$ cat src/rtl/ahb_bus_arbiter.sv
// ahb_bus_arbiter: shares the system-bus master port between CPU, DMAC and other AHB masters.
// Define ARB_ROUND_ROBIN_EN for rotating priority; otherwise fixed priority (lowest index wins).
module ahb_bus_arbiter #(
  parameter int NUM_MASTERS    = 3,
  parameter int DEFAULT_MASTER = 0,
  parameter int MW             = 3
) (
  input  logic                   HCLK,
  input  logic                   HRESET,
  input  logic [NUM_MASTERS-1:0] HBUSREQ,
  input  logic [NUM_MASTERS-1:0] HLOCK,
  input  logic [1:0]             HTRANS,
  input  logic [2:0]             HBURST,
  input  logic                   HREADY,
  input  logic [1:0]             HRESP,
  output logic [NUM_MASTERS-1:0] HGRANT,
  output logic [MW-1:0]          HMASTER,
  output logic                   HMASTLOCK
);

  localparam logic [1:0] TR_IDLE   = 2'b00;
  localparam logic [1:0] TR_NONSEQ = 2'b10;
  localparam logic [1:0] TR_SEQ    = 2'b11;
  localparam logic [2:0] BU_SINGLE = 3'b000;
  localparam logic [2:0] BU_INCR   = 3'b001;
  localparam logic [1:0] RS_RETRY  = 2'b10;
  localparam logic [1:0] RS_SPLIT  = 2'b11;

  typedef enum logic [1:0] {ST_IDLE, ST_ARB, ST_BURST, ST_LOCKED} state_t;

  state_t          state_q, state_d;
  logic [MW-1:0]   grant_idx_q, grant_idx_d;
  logic [3:0]      beat_cnt_q, beat_cnt_d;
  logic            retry_first_q, retry_first_d;
  logic [MW-1:0]   hmaster_q, hmaster_d;
  logic            hmastlock_q, hmastlock_d;

  logic            resp_rs;
  logic            retry_2nd;
  logic            arb_pt;
  logic            do_arb;
  logic            win_vld;
  logic            win_lock;
  logic [MW-1:0]   win_idx;
  logic            owner_lock;

  // Remaining-beat count loaded on the first address of a fixed-length burst.
  function automatic logic [3:0] burst_load(input logic [2:0] burst);
    case (burst)
      3'b010, 3'b011: burst_load = 4'd3;
      3'b100, 3'b101: burst_load = 4'd7;
      3'b110, 3'b111: burst_load = 4'd15;
      default:        burst_load = 4'd0;
    endcase
  endfunction

  // RETRY/SPLIT is a two-cycle response: first cycle HREADY low, second HREADY high.
  always_comb begin
    resp_rs       = (HRESP == RS_RETRY) || (HRESP == RS_SPLIT);
    retry_2nd     = resp_rs && HREADY && retry_first_q;
    retry_first_d = resp_rs && !HREADY;
    arb_pt = HREADY && ((HTRANS == TR_IDLE) ||
                        ((HTRANS == TR_SEQ) && (beat_cnt_q == 4'd1)) ||
                        (((HBURST == BU_SINGLE) || (HBURST == BU_INCR)) &&
                         ((HTRANS == TR_NONSEQ) || (HTRANS == TR_SEQ))) ||
                        retry_2nd);
  end

  always_comb begin
    beat_cnt_d = beat_cnt_q;
    if (retry_2nd) begin
      beat_cnt_d = 4'd0;
    end else if (HREADY && (HTRANS == TR_NONSEQ)) begin
      beat_cnt_d = burst_load(HBURST);
    end else if (HREADY && (HTRANS == TR_SEQ) && (beat_cnt_q != 4'd0)) begin
      beat_cnt_d = beat_cnt_q - 4'd1;
    end
  end

`ifdef ARB_ROUND_ROBIN_EN
  logic [MW-1:0] rr_ptr_q, rr_ptr_d;

  // Search starts one past the last master that actually took the bus.
  always_comb begin
    int tgt;
    tgt      = 0;
    win_vld  = 1'b0;
    win_lock = 1'b0;
    win_idx  = MW'(DEFAULT_MASTER);
    for (int k = 1; k <= NUM_MASTERS; k++) begin
      tgt = (int'(rr_ptr_q) + k) % NUM_MASTERS;
      for (int i = 0; i < NUM_MASTERS; i++) begin
        if (!win_vld && HBUSREQ[i] && (i == tgt)) begin
          win_vld  = 1'b1;
          win_lock = HLOCK[i];
          win_idx  = MW'(i);
        end
      end
    end
    rr_ptr_d = (do_arb && win_vld) ? win_idx : rr_ptr_q;
  end

  always_ff @(posedge HCLK or posedge HRESET) begin
    if (HRESET) rr_ptr_q <= MW'(NUM_MASTERS - 1);
    else        rr_ptr_q <= rr_ptr_d;
  end
`else
  always_comb begin
    win_vld  = 1'b0;
    win_lock = 1'b0;
    win_idx  = MW'(DEFAULT_MASTER);
    for (int i = NUM_MASTERS - 1; i >= 0; i--) begin
      if (HBUSREQ[i]) begin
        win_vld  = 1'b1;
        win_lock = HLOCK[i];
        win_idx  = MW'(i);
      end
    end
  end
`endif

  always_comb begin
    owner_lock = 1'b0;
    for (int i = 0; i < NUM_MASTERS; i++) begin
      if (grant_idx_q == MW'(i)) owner_lock = HLOCK[i];
    end
  end

  always_comb begin
    state_d     = state_q;
    grant_idx_d = grant_idx_q;
    do_arb      = 1'b0;
    case (state_q)
      ST_IDLE:           if (|HBUSREQ) state_d = ST_ARB;
      ST_ARB, ST_BURST:  do_arb = arb_pt;
      ST_LOCKED:         do_arb = arb_pt && !owner_lock;
      default:           state_d = ST_IDLE;
    endcase
    if (do_arb) begin
      if (win_vld) begin
        grant_idx_d = win_idx;
        state_d     = win_lock ? ST_LOCKED : ST_BURST;
      end else begin
        grant_idx_d = MW'(DEFAULT_MASTER);
        state_d     = ST_IDLE;
      end
    end
  end

  // Owner/lock follow the grant by one accepted address phase.
  always_comb begin
    hmaster_d   = hmaster_q;
    hmastlock_d = hmastlock_q;
    if (HREADY) begin
      hmaster_d   = grant_idx_q;
      hmastlock_d = (state_q == ST_LOCKED);
    end
  end

  always_comb begin
    HGRANT = '0;
    for (int i = 0; i < NUM_MASTERS; i++) begin
      HGRANT[i] = (grant_idx_q == MW'(i));
    end
  end

  assign HMASTER   = hmaster_q;
  assign HMASTLOCK = hmastlock_q;

  always_ff @(posedge HCLK or posedge HRESET) begin
    if (HRESET) begin
      state_q       <= ST_IDLE;
      grant_idx_q   <= MW'(DEFAULT_MASTER);
      beat_cnt_q    <= 4'd0;
      retry_first_q <= 1'b0;
      hmaster_q     <= MW'(DEFAULT_MASTER);
      hmastlock_q   <= 1'b0;
    end else begin
      state_q       <= state_d;
      grant_idx_q   <= grant_idx_d;
      beat_cnt_q    <= beat_cnt_d;
      retry_first_q <= retry_first_d;
      hmaster_q     <= hmaster_d;
      hmastlock_q   <= hmastlock_d;
    end
  end

endmodule

$ cat config.mk
export PLATFORM = sky130hd
export DESIGN_NAME = ahb_bus_arbiter
export DESIGN_NICKNAME = d
export VERILOG_FILES = /design/src/rtl/ahb_bus_arbiter.sv
export SDC_FILE = /design/constraint.sdc
export NUM_CORES = 1
export LEC_CHECK = 0
export BUFFER_PORTS_ARGS = -buffer_cell sky130_fd_sc_hd__buf_2
export CORE_MARGIN = 8
export CORE_UTILIZATION = 50
export DETAILED_ROUTE_END_ITERATION = 8
export MAX_ROUTING_LAYER = met4
export PLACE_DENSITY_LB_ADDON = 0.25
export SYNTH_ARGS = -nofsm -noshare
export SYNTH_HDL_FRONTEND = slang
export SYNTH_SLANG_ARGS = --single-unit
export TNS_END_PERCENT = 100
$ cat constraint.sdc
create_clock -name HCLK -period 2.4 [get_ports HCLK]
set_input_delay 0.48 -clock HCLK [delete_from_list [all_inputs] [get_ports HCLK]]
set_output_delay 0.48 -clock HCLK [all_outputs]
set_load 0.03 [all_outputs]
### Word-level counts from Yosys, hierarchy flattened

Index checks and enable logic that the tools add are counted.

* bits in registers: 14
* input port bits: 16

* $add $sub $neg: 1
* eq/ne operators: 17
* muxes and demuxes: 23
* reduce and logical (&&, ||, !) cells: 32

Operators with widths (count)
* equality test 2 bit, second input constant: 6
* equality test 3 bit, second input constant: 4
* 2-to-1 mux 4 bit: 3
* case mux 4 bit (3 select lines): 1
* logical AND 1 bit: 10
* 2-to-1 mux 1 bit: 10
* 2-to-1 mux 2 bit: 5
* equality test 3 x 2 -> 1 bit, second input constant: 3
* 2-to-1 mux 3 bit: 3
* OR reduction 2 bit: 4
* equality test 3 x 1 -> 1 bit, second input constant: 2
* logical NOT 3 bit: 2
* logical OR 1 bit: 6
* equality test 4 x 1 -> 1 bit, second input constant: 1
* logical NOT 2 bit: 2
* nonzero test 2 bit: 2
* nonzero test 4 bit: 1
* subtractor 4 x 1 -> 4 bit, second input constant: 1
* nonzero test 3 bit: 1
* OR reduction 3 bit: 1
* equality test 2 x 1 -> 1 bit, second input constant: 1
* logical NOT 1 bit: 2
* case mux 1 bit (2 select lines): 1
* AND reduction 2 bit: 1

### Logic depth before layout (Yosys ltp)

Gate-level depths: netlist of run 1.

* word-level depth: 10
* gate-level depth with buffers: 6
* mapped depth without buffers: 6

### Worst setup path before layout of run 1

OpenSTA, ideal clock, no wires.

* kind: register -> register
* start point: register beat_cnt_q[1]
* end point: register grant_idx_q[0]
* arrival time: 1.544 ns
* required time: 2.275 ns
* path slack: 0.731 ns
* cell stages (with the launch flop): 7
* period minus slack after synthesis: 1.669 ns
* cell sequence: dfrtp_1 > inv_1 > ha_1 > and4bb_1 > o21ai_1 > a221oi_4 > mux2_4

* longest elaborated chain between the ends: 8

RTL lines
* start: declaration: line 33 `logic [3:0] beat_cnt_q, beat_cnt_d;`
* start signal: assignment: line 181 `beat_cnt_q <= beat_cnt_d;`
* equality test 4 x 1 -> 1 bit (*): line 63 `((HTRANS == TR_SEQ) && (beat_cnt_q == 4'd1)) ||`
* logical AND 1 bit (*): line 63
* logical OR 1 bit (*): line 62 `arb_pt = HREADY && ((HTRANS == TR_IDLE) ||`
* logical OR 1 bit (*): line 63
* logical OR 1 bit (*): line 65 `((HTRANS == TR_NONSEQ) || (HTRANS == TR_SEQ))) ||`
* logical AND 1 bit (*): line 62
* logical AND 1 bit: line 136 `ST_LOCKED: do_arb = arb_pt && !owner_lock;`
* case mux 1 bit (2 select lines) (*): line 133 `case (state_q)`
* end signal: assignment: line 173 `grant_idx_q <= MW'(DEFAULT_MASTER);`
* end signal: assignment: line 180 `grant_idx_q <= grant_idx_d;`
* end: declaration: line 32 `logic [MW-1:0] grant_idx_q, grant_idx_d;`

Every way passes the cells marked *; elsewhere a longest branch is shown, timed or not.
A chain may end at the register's enable or synchronous reset.

### Worst setup path in the final report of run 1

* start point: register beat_cnt_q[1]
* end point: register grant_idx_q[1]

The elaborated chain is that of the path after synthesis.

==> results list, run 1 <==
- Walking the worst path, the cells encountered are inv_1, ha_1, and4bb_1, o21ai_1, a221oi_4, mux2_4.
* Met3 track demand over resource in global routing: 0.03146
- Along the worst path, the maximum fanout reaches 4.
* Clock edge transition at the registers on the reported setup and hold paths: 70 ps
- CP arrival: 1960 ps
* Depth of the CTS H-tree: 1
- Area enclosed by the die boundary: 0.003184 mm²
* Number of hold-slack violations in the final timing report: 0
* Number of antenna repair diodes: 0
- Summing all placed instances gives a cell area of 913.4 µm².
- The final number of max-transition violations came to 0.
* Crit end category: register
- Setup repair after global routing missed its margin: no
- Summing all non-filler instances in the final layout gives an area of 935.9 µm².
- Buffers added to address setup during post-CTS repair amount to 0.
- met2 is the most crowded layer.
- Summed over all failing endpoints, the final setup total negative slack is 0 ps.
* Count of pins on the block boundary: 23
* Area share of the largest cell type after synthesis: 0.3675
- Bufs on Longest Clock Path: 2
* Share of the core filled with cells in the final layout: 0.6141
- Number of buffers and inverters on the critical path: 1
* Mean routed wirelength per cell: 12.74 µm
- The synthesized design contains 0 enable-type register cells.
* Post-synthesis sequential area ratio: 0.3675
- The initial utilization of the core area, before any placement, comes to 0.5361.
- The floorplan step set the die height to 56.43 µm.
- X dimension of the die: 56.43 µm
* Leakage power: 0.4715 nW
* CP max stage delay: 420 ps
* Startpoint-to-endpoint class of the critical path: register to register
* Run status: completed
* Number of gates resized after cts: 0
- For met2 alone, demand over resource in global routing was 0.1489.
- CP delay by family, top: compound AO/OA/AOI/OAI gates
* Core box area: 0.001524 mm²
- Commonest non-fill, non-tap cells in the layout: buf_2 (19), dfrtp_1 (12), nor2_1 (7)
- The first global-routing pass estimated 2697 µm of wire.
- P per Cell Area: 1016 mW/mm²
- Buffers inserted during clock tree synthesis total 3.
- The slowest stage of the critical path belongs to the cell a221oi_4.
- After detailed routing, the number of remaining DRC violations is 0.
- The later pin in the worst-skew pair is clocked with a latency of 270 ps.
* Worst reg-to-reg path cell count: 6
* Synth top area cells: dfrtp_1 (37%), ha_1 (7.7%), mux2_2 (4.1%)
- Maximum clock skew at final layout: 1.192 ps
* Area leader, netlist: dfrtp_1
- Layout cells sized above 1: 0.3267
- Relative to the synthesized area, the layout overhead comes to 14.55%.
- Final hold analysis gives a worst-case slack of 205.6 ps.
- Maximum number of pins on one net before global-route repair: 13
- TritonCTS clock tree: built
- Counting buffers and inverters, the worst setup path is 6 cells deep.
* Netlist cell types: 34
- Number of global-route vias before repair: 642
- Across the run, the number of max-cap violations was 0.
- Routability-driven placement finished with a final weighted congestion of 0.8288.
- CTS placed an instance of clkbuf_4 at the clock tree root.
- Counting flops with an async set or reset pin after synthesis yields a share of 1.000.
- Across every metal layer, demand over resource in global routing totals 0.1061.
- After the first detailed-routing iteration, the DRC count stood at 11.
* Final layout net count: 124
* Number of failing setup endpoints in the final timing report: 0
- Worst voltage drop across the vdd grid: 0.0006472 V
- Standard-cell rows: 14
- Post-Synthesis Net Count: 102
* Clock Sinks: 12
- STA classifies the critical path startpoint as a register.
- The worst path needs 1808 ps of the cycle, external delays included.
- The number of antenna violations at the first check in global routing was 0.
- In this run the cell area of the synthesized design comes to 817.0 µm².
- In this run, post-CTS hold repair placed 0 buffers.
- Syn. warnings: 0
- For this run, the leading register cell type out of synthesis is dfrtp_1.
- Via count of the routed design: 633
- Path class of the lowest-slack min-delay path: input pin to asynchronous set/reset pin
- The synthesized design contains 12 register bits.
- Share of the clock period used by the worst path: 0.7532
- Final wirelength: 1490 µm
- Post-route antenna net violation count: 0
- Buffers placed on the I/O ports in this run total 19.
- Synthesis handed over a netlist of 81 instances.
* Detail Placement HPWL: 1255 µm
- After global routing the overflow that remains totals 0.
* GR Layer Usage met1: 0.1307
- Syn Area/Cell: 10.09 µm²
- Dividing the detail-routed via count by the number of cells gives 5.410.
- Req. time, crit path: 2560 ps
* Most common cell after layout, fill and taps aside: buf_2
- Based on the critical path, the design can be clocked at up to 553.2 MHz.
- The first detailed-routing pass ran for 4 iterations.
-- cell usage after synthesis (2+ instances only) --
master / number
xor2_1: 2
a31oi_1: 2
nor2_1: 7
nor2b_1: 3
nand3b_1: 3
nor3_1: 4
mux2_2: 3
mux2_4: 2
nand3_1: 2
a211oi_1: 2
mux2i_1: 3
nand2_1: 4
ha_1: 5
inv_1: 5
nand2b_1: 2
dfrtp_1: 12
a21oi_1: 2
and2_1: 2
-- per-stage QoR --
stage	total power, mW	instances	setup slack, ps
2_1_floorplan	0.7173	81	730.6
3_3_place_gp	0.8311	114	590.0
3_5_place_dp	0.8419	114	585.2
4_1_cts	0.9668	117	583.6
5_1_grt	1.030	117	491.4
6_report	0.9506	117	592.2
-- cell families after synthesis --
| family | after synthesis | share of synthesized area |
|---|---|---|
| multiplexers | 8 | 0.1149 |
| XOR/XNOR | 3 | 0.03217 |
| flip-flops | 12 | 0.3675 |
| AO/OA/AOI/OAI | 10 | 0.1041 |
| AND/OR/NAND/NOR | 35 | 0.2542 |
| other | 1 | 0.004590 |
| buffers and inverters | 7 | 0.04595 |
| adder cells (fa/ha/maj) | 5 | 0.07657 |
-- sequential cells by signal, indices dropped and copies added, names as in the netlist --
signal,cells
beat_cnt_q,4
HMASTER,2
grant_idx_q,2
state_q,2
HMASTLOCK,1
retry_first_q,1
-- worst paths after layout --
| kind | from | to | slack (ps) |
|---|---|---|---|
| setup reg to reg | beat_cnt_q[1] | grant_idx_q[1] | 590 |
| hold reg to reg | HMASTLOCK | HMASTLOCK | 510 |
| max in group asynchronous | HRESET | beat_cnt_q[0] | 1890 |
| min in group HCLK | HRESP[1] | retry_first_q | 450 |
| setup / recovery | beat_cnt_q[1] | grant_idx_q[1] | 590 |
| hold / removal | HRESET | state_q[0] | 210 |
-- per-layer routing --
metal  routed length, µm  share of wire
met5                   0              0
met4                  27          0.018
met3                  64          0.043
met2                 669           0.45
met1                 729           0.49
-- where the power goes --
| part | total, mW | internal (mW) | leakage (nW) | switching (mW) |
|---|---|---|---|---|
| logic | 0.477 | 0.206 | 0.308 | 0.271 |
| registers | 0.354 | 0.281 | 0.150 | 0.0731 |
| clock network | 0.119 | 0.0580 | 0.0138 | 0.0612 |
| total | 0.951 | 0.546 | 0.472 | 0.405 |
-- final cells by class --
cell class,count,area (µm²)
Inverter,5,18.77
Fill cell,135,588.1
Tap cell,16,20.02
Clock buffer,3,22.52
Sequential cell,12,300.3
Multi-Input combinational cell,62,479.2
Timing Repair Buffer,19,95.09
Power figures use the tool's default switching activity.
==> run 2: changes to the inputs <==
--- a/config.mk
+++ b/config.mk
@@ -5,9 +5,10 @@
 export SDC_FILE = /design/constraint.sdc
 export NUM_CORES = 1
 export LEC_CHECK = 0
+export ABC_AREA = 1
 export BUFFER_PORTS_ARGS = -buffer_cell sky130_fd_sc_hd__buf_2
 export CORE_MARGIN = 8
-export CORE_UTILIZATION = 50
+export CORE_UTILIZATION = 45
 export DETAILED_ROUTE_END_ITERATION = 8
 export MAX_ROUTING_LAYER = met4
 export PLACE_DENSITY_LB_ADDON = 0.25
==> constraint.sdc (replaced) <==
create_clock -name HCLK -period 1.6 [get_ports HCLK]
set_input_delay 0.32 -clock HCLK [delete_from_list [all_inputs] [get_ports HCLK]]
set_output_delay 0.32 -clock HCLK [all_outputs]
set_load 0.03 [all_outputs]
==> run 2 against run 1 <==
Compared with the run above: first-iteration DRC count increased by 36%; critical path type is now register to output pin; largest cell class unchanged; area after synthesis decreased by 1.2%; sequential cell count unchanged; cell area increased by 2.8%.
==> results list, run 2 <==
- Run status: completed
* Post-route antenna net violation count: 0 (unchanged)
- The I/O pin total came to 23 (unchanged).
- The number of max-cap violations was 0 (unchanged).
- The top fanout value on the critical path is 5 (+1).
- Detailed-route DRC error count: 0 (unchanged)
- The CTS clock-pin slew for the worst setup and hold paths was 80 ps (about the same).
* Maximum clock skew at final layout: 3.093 ps (+1.901 ps)
- The aggregate routed wire length was 1789 µm (+20%).
* Post-synthesis sequential area ratio: 0.3721 (+0.004559)
* Clock Sinks: 12 (unchanged)
* Total Routing Usage GR: 0.1266 (+0.02049)
* Cell with the largest stage delay on the worst path: dfrtp_1
* Post-Synthesis Net Count: 136 (+33%)
- The number of flip-flops under the largest register name came to 4 (unchanged).
- The number of DRC markers in iteration 0 is 15 (+4).
- Sorting the synthesized cells by area gives the leading types as dfrtp_1 (37%), nand2_1 (14%), nand3_1 (9.9%).
- The total power of the final layout was 1.596 mW (+68%).
- Standard-cell rows: 15 (+1)
- STA classifies the critical path startpoint as a register.
- The number of enable-type register cells in the synthesized netlist is 0 (unchanged).
- Dividing the final minimum period by the clock period gives 0.8642.
- The final standard cell count with taps included and fillers excluded came to 162 (+38%).
- Most common cell after layout, fill and taps aside: nand2_1
- The standard cell core area is 0.001708 mm² (+12%).
- The mean number of vias per cell came to 4.870 (-10%).
- Global-route wire length before repair: 3381 µm (+25%)
* Final layout net count: 159 (+28%)
* Final worst slack: 217.2 ps (-375.0 ps)
* Number of antenna repair diodes: 0 (unchanged)
- Number of buffers inserted by post-CTS setup repair: 0 (unchanged)
- Most used DFF post-synth: dfrtp_1
- The sum of overflow across all layers after global routing is 0 (unchanged).
- Number of global-route vias before repair: 855 (+33%)
- The cell area after synthesis was 807.0 µm² (-1.2%).
- STA classifies the critical path endpoint as an output pin.
* Number of hold-repair buffers added at the cts stage: 0 (unchanged)
* TritonCTS clock tree: built
* Max Slew Vio Count: 0 (unchanged)
* Syn. warnings: 0 (unchanged)
- The tightest min-delay check is of the input pin to asynchronous set/reset pin type.
- Met2 Use GR: 0.2299 (+0.08102)
* Area enclosed by the die boundary: 0.003405 mm² (+6.9%)
- The critical path goes through nor2_1, buf_2.
- Setup repair after global routing missed its margin: no
* GR Layer Usage met1: 0.1303 (-0.0004508)
- The number of antenna violations at the first check in global routing came to 0 (unchanged).
- Number of gates resized after cts: 0 (unchanged)
* Area leader, netlist: dfrtp_1
* Insertion delay of the later-clocked pin in the worst-skew pair: 270 ps (about the same)
- Setup TNS: 0 ps (unchanged)
- Broken down by cell family, the worst path's largest delay share belongs to flip-flops.
- The global routing stage identified its most utilized layer as met2.
* Mean routed wirelength per cell: 11.04 µm (-13%)
* CP arrival: 1060 ps (-900 ps)
* Number of fill cells in the layout: 171 (+27%)
* X dimension of the die: 58.35 µm (+3.4%)
- The number of failing hold endpoints at the final stage was 0 (unchanged).
- Met3 track demand over resource in global routing: 0.03478 (+0.003322)
- The post-placement cell count was 158 (+39%).
- Detail Placement HPWL: 1459 µm (+16%)
- Netlist cell types: 16 (-53%)
- Startpoint-to-endpoint class of the critical path: register to output pin
- Number of gates on the worst path with buffers counted: 2 (-4)
- The per-instance average area after synthesis is 7.018 µm² (-30%).
* Number of buffers and inverters on the critical path: 1 (unchanged)
* Async SR Flop Fraction: 1.000 (unchanged)
* Leakage power: 0.5616 nW (+19%)
* Leading cell types by count after synthesis: nand2_1 (31), inv_1 (21), nand3_1 (16)
- P&R area growth vs syn: 19.22%
* Post-synthesis sequential element count: 12 (unchanged)
- Number of failing setup endpoints in the final timing report: 0 (unchanged)
- Most instantiated library cell after synthesis: nand2_1
* Iteration count of the initial detailed-routing pass: 4 (unchanged)
- P per Cell Area: 1659 mW/mm² (+63%)
* Req. time, crit path: 1280 ps (-1280 ps)
- Worst voltage drop across the vdd grid: 0.001013 V (+57%)
* Worst reg-to-reg path cell count: 7 (+1)
- Initial core utilization: 0.4725 (-0.06360)
- The H-tree depth came to 1 (unchanged).
* Master cell of the clock root buffer: clkbuf_4
- CP max stage delay: 420 ps (about the same)
* Fin crit period: 1383 ps
- Chip Height: 58.35 µm (+3.4%)
* Via count of the routed design: 789 (+25%)
- The quantity of I/O buffers inserted on ports came to 19 (unchanged).
- Commonest non-fill, non-tap cells in the layout: nand2_1 (31), inv_1 (21), buf_2 (19)
- Largest reg by FF count: beat_cnt_q
- Area share of the largest cell type after synthesis: 0.3721 (+0.004559)
* Number of buffers created by CTS: 3 (unchanged)
- The number of instances in the synthesized netlist came to 115 (+42%).
* Layout cells sized above 1: 0.1898 (-0.1370)
- Maximum number of pins on one net before global-route repair: 13 (unchanged)
- Placer's final routability congestion estimate: 0.7817 (-5.7%)
- For this run, the top clock speed supported by timing is 723.2 MHz.
- Bufs on Longest Clock Path: 2 (unchanged)
* Placement-stage worst setup slack: 259.6 ps (-325.6 ps)
[run 2: cell types whose count changed in the layout (fill, tap and decap cells not counted), moves of 3 or more]
cell,previous run,this run
nor3_1,4,0
mux2_2,3,0
nand2_1,4,31
nor2b_1,3,0
nand3_1,2,16
inv_1,5,21
nor2_1,7,10
mux2i_1,3,0
o21ai_0,0,7
[run 2: worst reg2reg max path, delay by kind of cell, from the launching register on]
| kind | cells | cell delay, ps |
|---|---|---|
| flops | 1 | 360 |
| fa+ha+maj | 1 | 180 |
| buf+inv | 1 | 150 |
| simple gates | 4 | 450 |
| compound gates | 1 | 90 |
[run 2: final cells by class]
class,instances,area (µm²),share of cell area
Inverter,21,78.83,0.08192
Timing Repair Buffer,19,95.09,0.09883
Sequential cell,12,300.3,0.3121
Clock buffer,4,36.28,0.03771
Multi-Input combinational cell,81,420.4,0.4369
Tap cell,25,31.28,0.03251
[run 2: where the power goes]
part / internal (mW) / switching, mW / leakage, nW / total (mW)
registers: 0.430 / 0.101 / 0.154 / 0.531
clock network: 0.138 / 0.101 / 0.0210 / 0.240
logic: 0.288 / 0.537 / 0.387 / 0.825
[run 2: path summary, 6_finish.rpt]
path | slack (ps) | endpoint | start
worst max-delay path | 220 | HGRANT[0] | grant_idx_q[1]
worst min register to register | 480 | HMASTLOCK | HMASTLOCK
worst max register to register | 230 | beat_cnt_q[0] | beat_cnt_q[1]
max in group asynchronous | 1240 | state_q[1] | HRESET
worst min-delay path | 40 | beat_cnt_q[3] | HRESET
min in group HCLK | 270 | retry_first_q | HRESP[1]
[run 2: logic make-up after synthesis]
logic type                 count (synthesis)  synth area share
DFF                                       12            0.3721
xor gates and xnor gates                   1           0.01085
buffers and inverters                     22            0.1070
other                                      1          0.004647
adders and majority gates                  5           0.07752
AOI/OAI and AO/OA                         11           0.07907
and+or+nand+nor                           63            0.3488
[run 2: metrics by stage]
step / area [µm²] / utilization / hold WS [ps]
final: 962.2 / 0.5634 / 43.94
after global routing: 962.2 / 0.5634 / 67.72
after CTS: 962.2 / 0.5634 / 59.85
after detailed placement: 925.9 / 0.5421 / 356.4
after global placement: 925.9 / 0.5421 / 356.4
after floorplan: 807.0 / - / 184.7
[run 2: routing by layer]
| layer | share of wire | routed length [µm] |
|---|---|---|
| met2 | 0.54 | 971 |
| met3 | 0.036 | 65 |
| met4 | 0.0050 | 9 |
| met5 | 0 | 0 |
| met1 | 0.42 | 743 |
